## config.mk

```make
export PLATFORM = sky130hd
export DESIGN_NAME = draw_player_flat
export DESIGN_NICKNAME = d
export VERILOG_FILES = /design/src/rtl/draw_player_if.sv /design/src/rtl/draw_player.sv /design/src/flat_wrapper.sv
export SDC_FILE = /design/constraint.sdc
export NUM_CORES = 1
export LEC_CHECK = 0
export CAP_MARGIN = 30
export CORE_MARGIN = 1
export CORE_UTILIZATION = 55
export DETAILED_ROUTE_END_ITERATION = 6
export GPL_TIMING_DRIVEN = 1
export HOLD_SLACK_MARGIN = 0.15
export PLACE_DENSITY = 0.82
export SYNTH_ARGS = -nofsm -noshare
export SYNTH_HDL_FRONTEND = slang
export SYNTH_SLANG_ARGS = --single-unit
```

## constraint.sdc

```tcl
create_clock -name clk -period 4.35 [get_ports clk]
set_input_delay 0.6525 -clock clk [delete_from_list [all_inputs] [get_ports clk]]
set_output_delay 0.6525 -clock clk [all_outputs]
set_load 0.005 [all_outputs]
```

## src/rtl/draw_player_if.sv

```systemverilog
// vga_if: one pixel of a VGA timing/colour stream (counters, syncs, blanks, 12-bit rgb).
interface vga_if;
   logic [10:0] hcount;
   logic [10:0] vcount;
   logic        hsync;
   logic        vsync;
   logic        hblnk;
   logic        vblnk;
   logic [11:0] rgb;

   modport in  (input  hcount, vcount, hsync, vsync, hblnk, vblnk, rgb);
   modport out (output hcount, vcount, hsync, vsync, hblnk, vblnk, rgb);
endinterface

```

## src/rtl/draw_player.sv

```systemverilog
// draw_player: paints a movable, jumping player rectangle over a vga_if stream, 1-cycle latency.
// Build option: define PLAYER_OUTLINE_EN to draw a 1-px black border around the sprite.
module draw_player #(
   parameter int unsigned X_INIT   = 100,
   parameter int unsigned Y_GROUND = 600,
   parameter int unsigned WIDTH    = 32,
   parameter int unsigned HEIGHT   = 48,
   parameter logic [11:0] COLOR    = 12'hF00,
   parameter int unsigned STEP     = 4,
   parameter int unsigned JUMP_V0  = 16,
   parameter int unsigned GRAVITY  = 1,
   parameter int unsigned SCREEN_W = 1024
) (
   input  logic clk,
   input  logic rst,
   input  logic left,
   input  logic right,
   input  logic jump,
   vga_if.in    in,
   vga_if.out   out
);

   typedef enum logic [1:0] {GROUND, RISING, FALLING} state_e;

   localparam logic [11:0] X_MAX_W  = 12'(SCREEN_W - WIDTH);
   localparam logic [11:0] STEP_W   = 12'(STEP);
   localparam logic [11:0] WIDTH_W  = 12'(WIDTH);
   localparam logic [11:0] HEIGHT_W = 12'(HEIGHT);
   localparam logic [11:0] YGND_W   = 12'(Y_GROUND);
   localparam logic [10:0] X_INIT_C = 11'(X_INIT);
   localparam logic [10:0] YGND_C   = 11'(Y_GROUND);
   localparam logic [10:0] Y_JUMP_C = 11'(Y_GROUND - JUMP_V0);
   localparam logic [7:0]  VY_JUMP  = 8'(JUMP_V0 - GRAVITY);
   localparam logic [7:0]  GRAV_C   = 8'(GRAVITY);

   state_e      state_q, state_d;
   logic [10:0] x_q, x_d;
   logic [10:0] y_q, y_d;
   logic [7:0]  vy_q, vy_d;
   logic [7:0]  vy_fall;
   logic        vblnk_prev_q;
   logic        tick;

   logic [10:0] hcount_q, vcount_q;
   logic        hsync_q, vsync_q, hblnk_q, vblnk_q;
   logic [11:0] rgb_q, rgb_d;

   logic [11:0] h_w, v_w, x_w, y_w;
   logic        hit, edge_px;

   assign tick    = in.vblnk & ~vblnk_prev_q;
   assign vy_fall = vy_q + GRAV_C;

   // NOTE: every always_comb output gets a default first so no path leaves it unassigned (no latch).
   always_comb begin
      state_d = state_q;
      x_d     = x_q;
      y_d     = y_q;
      vy_d    = vy_q;
      if (tick) begin
         if (left && !right) begin
            x_d = ({1'b0, x_q} >= STEP_W) ? x_q - STEP_W[10:0] : 11'd0;
         end else if (right && !left) begin
            x_d = ({1'b0, x_q} + STEP_W > X_MAX_W) ? X_MAX_W[10:0] : x_q + STEP_W[10:0];
         end

         unique case (state_q)
            GROUND: begin
               if (jump) begin
                  state_d = RISING;
                  y_d     = Y_JUMP_C;
                  vy_d    = VY_JUMP;
               end
            end
            RISING: begin
               y_d = y_q - {3'd0, vy_q};
               // vy is unsigned, so "vy - GRAVITY <= 0" becomes "vy <= GRAVITY".
               if (vy_q <= GRAV_C) begin
                  state_d = FALLING;
                  vy_d    = 8'd0;
               end else begin
                  vy_d = vy_q - GRAV_C;
               end
            end
            FALLING: begin
               if ({1'b0, y_q} + {4'd0, vy_fall} >= YGND_W) begin
                  state_d = GROUND;
                  y_d     = YGND_C;
                  vy_d    = 8'd0;
               end else begin
                  y_d  = y_q + {3'd0, vy_fall};
                  vy_d = vy_fall;
               end
            end
            default: state_d = GROUND;
         endcase
      end
   end

   always_comb begin
      h_w     = {1'b0, in.hcount};
      v_w     = {1'b0, in.vcount};
      x_w     = {1'b0, x_q};
      y_w     = {1'b0, y_q};
      hit     = (h_w >= x_w) && (h_w < x_w + WIDTH_W) &&
                (v_w >= y_w) && (v_w < y_w + HEIGHT_W);
      edge_px = (h_w == x_w) || (h_w == x_w + WIDTH_W - 12'd1) ||
                (v_w == y_w) || (v_w == y_w + HEIGHT_W - 12'd1);
      rgb_d   = in.rgb;
      if (hit && !in.hblnk && !in.vblnk) begin
`ifdef PLAYER_OUTLINE_EN
         rgb_d = edge_px ? 12'h000 : COLOR;
`else
         rgb_d = COLOR;
`endif
      end
   end

   // NOTE: sequential state uses non-blocking assignments so every register samples pre-edge values.
   always_ff @(posedge clk) begin
      if (rst) begin
         state_q      <= GROUND;
         x_q          <= X_INIT_C;
         y_q          <= YGND_C;
         vy_q         <= 8'd0;
         vblnk_prev_q <= 1'b0;
         hcount_q     <= '0;
         vcount_q     <= '0;
         hsync_q      <= 1'b0;
         vsync_q      <= 1'b0;
         hblnk_q      <= 1'b0;
         vblnk_q      <= 1'b0;
         rgb_q        <= '0;
      end else begin
         state_q      <= state_d;
         x_q          <= x_d;
         y_q          <= y_d;
         vy_q         <= vy_d;
         vblnk_prev_q <= in.vblnk;
         hcount_q     <= in.hcount;
         vcount_q     <= in.vcount;
         hsync_q      <= in.hsync;
         vsync_q      <= in.vsync;
         hblnk_q      <= in.hblnk;
         vblnk_q      <= in.vblnk;
         rgb_q        <= rgb_d;
      end
   end

   assign out.hcount = hcount_q;
   assign out.vcount = vcount_q;
   assign out.hsync  = hsync_q;
   assign out.vsync  = vsync_q;
   assign out.hblnk  = hblnk_q;
   assign out.vblnk  = vblnk_q;
   assign out.rgb    = rgb_q;

endmodule

```

## src/flat_wrapper.sv

```systemverilog
// flat-port wrapper written by rule: the top's interface ports become plain ports
module draw_player_flat 
#(
   parameter int unsigned X_INIT   = 100,
   parameter int unsigned Y_GROUND = 600,
   parameter int unsigned WIDTH    = 32,
   parameter int unsigned HEIGHT   = 48,
   parameter logic [11:0] COLOR    = 12'hF00,
   parameter int unsigned STEP     = 4,
   parameter int unsigned JUMP_V0  = 16,
   parameter int unsigned GRAVITY  = 1,
   parameter int unsigned SCREEN_W = 1024
)
  (clk, rst, left, right, jump, in_hcount, in_vcount, in_hsync, in_vsync, in_hblnk, in_vblnk, in_rgb, out_hcount, out_vcount, out_hsync, out_vsync, out_hblnk, out_vblnk, out_rgb);
  vga_if in_i ();
  vga_if out_i ();
  input  logic clk;
  input  logic rst;
  input  logic left;
  input  logic right;
  input  logic jump;
  input wire logic [$bits(in_i.hcount)-1:0] in_hcount;
  input wire logic [$bits(in_i.vcount)-1:0] in_vcount;
  input wire logic [$bits(in_i.hsync)-1:0] in_hsync;
  input wire logic [$bits(in_i.vsync)-1:0] in_vsync;
  input wire logic [$bits(in_i.hblnk)-1:0] in_hblnk;
  input wire logic [$bits(in_i.vblnk)-1:0] in_vblnk;
  input wire logic [$bits(in_i.rgb)-1:0] in_rgb;
  output wire logic [$bits(out_i.hcount)-1:0] out_hcount;
  output wire logic [$bits(out_i.vcount)-1:0] out_vcount;
  output wire logic [$bits(out_i.hsync)-1:0] out_hsync;
  output wire logic [$bits(out_i.vsync)-1:0] out_vsync;
  output wire logic [$bits(out_i.hblnk)-1:0] out_hblnk;
  output wire logic [$bits(out_i.vblnk)-1:0] out_vblnk;
  output wire logic [$bits(out_i.rgb)-1:0] out_rgb;
  assign in_i.hcount = in_hcount;
  assign in_i.vcount = in_vcount;
  assign in_i.hsync = in_hsync;
  assign in_i.vsync = in_vsync;
  assign in_i.hblnk = in_hblnk;
  assign in_i.vblnk = in_vblnk;
  assign in_i.rgb = in_rgb;
  assign out_hcount = out_i.hcount;
  assign out_vcount = out_i.vcount;
  assign out_hsync = out_i.hsync;
  assign out_vsync = out_i.vsync;
  assign out_hblnk = out_i.hblnk;
  assign out_vblnk = out_i.vblnk;
  assign out_rgb = out_i.rgb;
  draw_player #(.X_INIT(X_INIT), .Y_GROUND(Y_GROUND), .WIDTH(WIDTH), .HEIGHT(HEIGHT), .COLOR(COLOR), .STEP(STEP), .JUMP_V0(JUMP_V0), .GRAVITY(GRAVITY), .SCREEN_W(SCREEN_W)) u_core (.clk(clk), .rst(rst), .left(left), .right(right), .jump(jump), .in(in_i), .out(out_i));
endmodule
```

==> flow_summary.json <==
{
  "cp-end-kind": "flip-flop",
  "hold-worst-slack_ps": 532,
  "cpMostUsedCell": "nor3_1",
  "initial_core_util_pct": 57.0,
  "die_x_um": 97.0,
  "row_count": 34,
  "die-area_mm2": 0.00942,
  "die_y_um": 97.0,
  "ys_seq_area_share_pct": 27.4,
  "path_cells": "inv_1 > nor3_1 > nand3_1 > nor3_1 > xnor2_1 > ha_1 > a21oi_1 > mux2_2 > nor3_1 > a211oi_2 > or2_1 > and3_1 > a221o_1",
  "syn_inst": 599,
  "vdd_drop_max_uv": 166,
  "grt_pass1_vias": 4618,
  "antenna_found_initial": 0,
  "syn_area_mm2": 0.00497,
  "hold_buffers": 0,
  "synthTopCellsByCount": "68 x dfxtp_1, 67 x ha_1, 43 x inv_1, 39 x o21ai_0, 38 x nor2_1",
  "cts_tree": "done",
  "max_freq_ghz": 0.278,
  "status": "complete, no violations",
  "grt_pass1_wl_um": 21700,
  "hold_violations": 0,
  "async_flop_share_pct": 0,
  "rsz0062_at_grt": "no",
  "clk_pin_slew_ps": 80,
  "setup_viol_count_final": 0,
  "leakage_nw": 2.40,
  "port_buffers": 80,
  "yosysTopAreaCellShare_pct": 27.4,
  "drtPass1Iterations": 5,
  "worstSkewPairLatency_ps": 350,
  "tightest_slew_ps": 927,
  "clock-sinks": 68,
  "core-area_mm2": 0.00872,
  "crit_type": "flip-flop to flip-flop",
  "fin_nets": 780,
  "h-tree-depth": 3,
  "cp.arrival_ps": 3840,
  "p_per_area_mw_per_mm2": 275,
  "drc": 0,
  "yosysWarnings": 0,
  "yosysTopAreaCell": "dfxtp_1",
  "drv_slew": 0,
  "place.gp.congestion": 0.901,
  "crit_slowest_cell": "dfxtp_1",
  "report.power.total_mw": 1.65,
  "period_share_pct": 82.7,
  "wl_per_cell_um": 16.7,
  "grt.overflow.total": 0,
  "pin_count": 81,
  "period_needed_ps": 3600,
  "synthFlopType": "dfxtp_1",
  "hold_path_class": "flip-flop to flip-flop",
  "drive_gt1_share_pct": 4.90,
  "placed_cell_area_mm2": 0.00580,
  "setup_tns_ps": 0,
  "drt_wl_total_um": 13100,
  "diodes": 0,
  "drt_iter0_drc": 413,
  "yosys.cell_count.top_type": "dfxtp_1",
  "clock_path_buffers": 2,
  "vias": 4773,
  "synthTopCellsByArea": "dfxtp_1 27%, ha_1 17%, xnor2_1 4.2%, nor2b_1 4.2%, o21ai_0 3.9%",
  "post_cts_resized": 0,
  "root_buffer": "clkbuf_8",
  "cts_buffers": 9,
  "start_kind": "flip-flop",
  "finClkSkew_ps": 14.2,
  "synth-edff-count": 0,
  "viasPerCell": 6.11,
  "ant_nets": 0,
  "fin_area_mm2": 0.00601,
  "slowest_delay_ps": 470,
  "slew_headroom_pct": 38.0,
  "area_growth_pct": 21.1,
  "synth_seq_cells": 68,
  "required_ps": 4600,
  "place_hpwl_um": 9980,
  "grt_max_degree": 34,
  "ys_types": 70,
  "avgSynthCellArea_um2": 8.29,
  "maxCapViolations": 0,
  "grt.total_usage_pct": 28.2,
  "crit_fanout": 9,
  "postCtsSetupBuffers": 0,
  "synth_nets": 711
}
==> logic make-up after synthesis <==
logic type	after synthesis	share of synthesized area, %
xor gates and xnor gates	28	5.09
DFF	68	27.4
AOI/OAI and AO/OA	171	23.4
and+or+nand+nor	193	20.3
adders and majority gates	69	17.7
buffers and inverters	67	5.44
muxes	3	0.630
==> worst max-delay path, delay by kind of cell, from the launching register on <==
kind / cells / cell delay, ps
compound gates: 3 / 480
xor+xnor: 1 / 130
fa+ha+maj: 1 / 440
buf+inv: 1 / 150
flops: 1 / 470
mux: 1 / 260
simple gates: 6 / 1570
==> routing by layer <==
| metal | track usage, % | share of wire [%] | vias to the layer above |
|---|---|---|---|
| met5 | 0 | 0 | - |
| met4 | 12.9 | 2.9 | 0 |
| met3 | 5.64 | 7.9 | 36 |
| met2 | 44.4 | 45 | 237 |
| met1 | 37.2 | 44 | 2191 |
| li1 | - | - | 2309 |
==> placed cells by master (no fill, tap or decap), types with 4 or more instances in the layout <==
cell type	instances
clkdlybuf4s50_1	79
inv_1	43
o211ai_1	6
nand4_1	8
clkbuf_8	11
or3_1	4
nor3b_1	8
nor2b_1	33
xnor2_1	24
a2111oi_0	5
a311oi_1	4
nand2_1	36
o21a_1	9
o22ai_1	6
ha_1	67
a31oi_1	14
nor2_1	38
nor3_1	20
o21ai_0	39
nand3_1	18
a21o_1	11
a211oi_1	9
a22oi_1	4
dfxtp_1	68
nand2b_1	9
a21oi_1	30
==> registers in the layout (all words and copies together), names as in the netlist <==
signal / cells
u_core.out.rgb: 12
u_core.out.hcount: 11
u_core.out.vcount: 11
u_core.y_q: 11
u_core.x_q: 9
u_core.vy_q: 8
u_core.state_q: 2
u_core.out.hblnk: 1
u_core.out.hsync: 1
u_core.out.vsync: 1
u_core.vblnk_prev_q: 1
==> per-stage QoR <==
| step | instances | setup WS [ps] | util, % |
|---|---|---|---|
| 2_1_floorplan | 599 | 1200 | - |
| 3_3_place_gp | 765 | 956 | 66.6 |
| 3_5_place_dp | 765 | 835 | 66.6 |
| 4_1_cts | 781 | 826 | 69.0 |
| 5_1_grt | 781 | 483 | 69.0 |
| 6_report | 781 | 754 | 69.0 |
==> worst paths after layout <==
check	cells past startpoint	startpoint	slack, ps	endpoint
setup reg to reg	13	u_core.vy_q[0]$_SDFFE_PP0P_	750	u_core.vy_q[7]$_SDFFE_PP0P_
hold reg to reg	2	u_core.y_q[10]$_SDFFE_PP0P_	530	u_core.y_q[10]$_SDFFE_PP0P_
setup / recovery	13	u_core.vy_q[0]$_SDFFE_PP0P_	750	u_core.vy_q[7]$_SDFFE_PP0P_
hold / removal	2	u_core.y_q[10]$_SDFFE_PP0P_	530	u_core.y_q[10]$_SDFFE_PP0P_
==> report_power, final <==
group | total (mW) | switching, mW | internal [mW]
logic | 0.413 | 0.220 | 0.193
clock network | 0.558 | 0.261 | 0.297
registers | 0.681 | 0.0280 | 0.653
==> area by class of cell <==
cell class,instances,area (um2)
multi-input cells,464,3340
fillers,692,2710
flip-flops and latches,68,1360
repair buffers,82,811
inverters,43,161
clock buffers,11,151
well taps,108,135
clock inverters,5,58.8
Power figures use the tool's default switching activity.
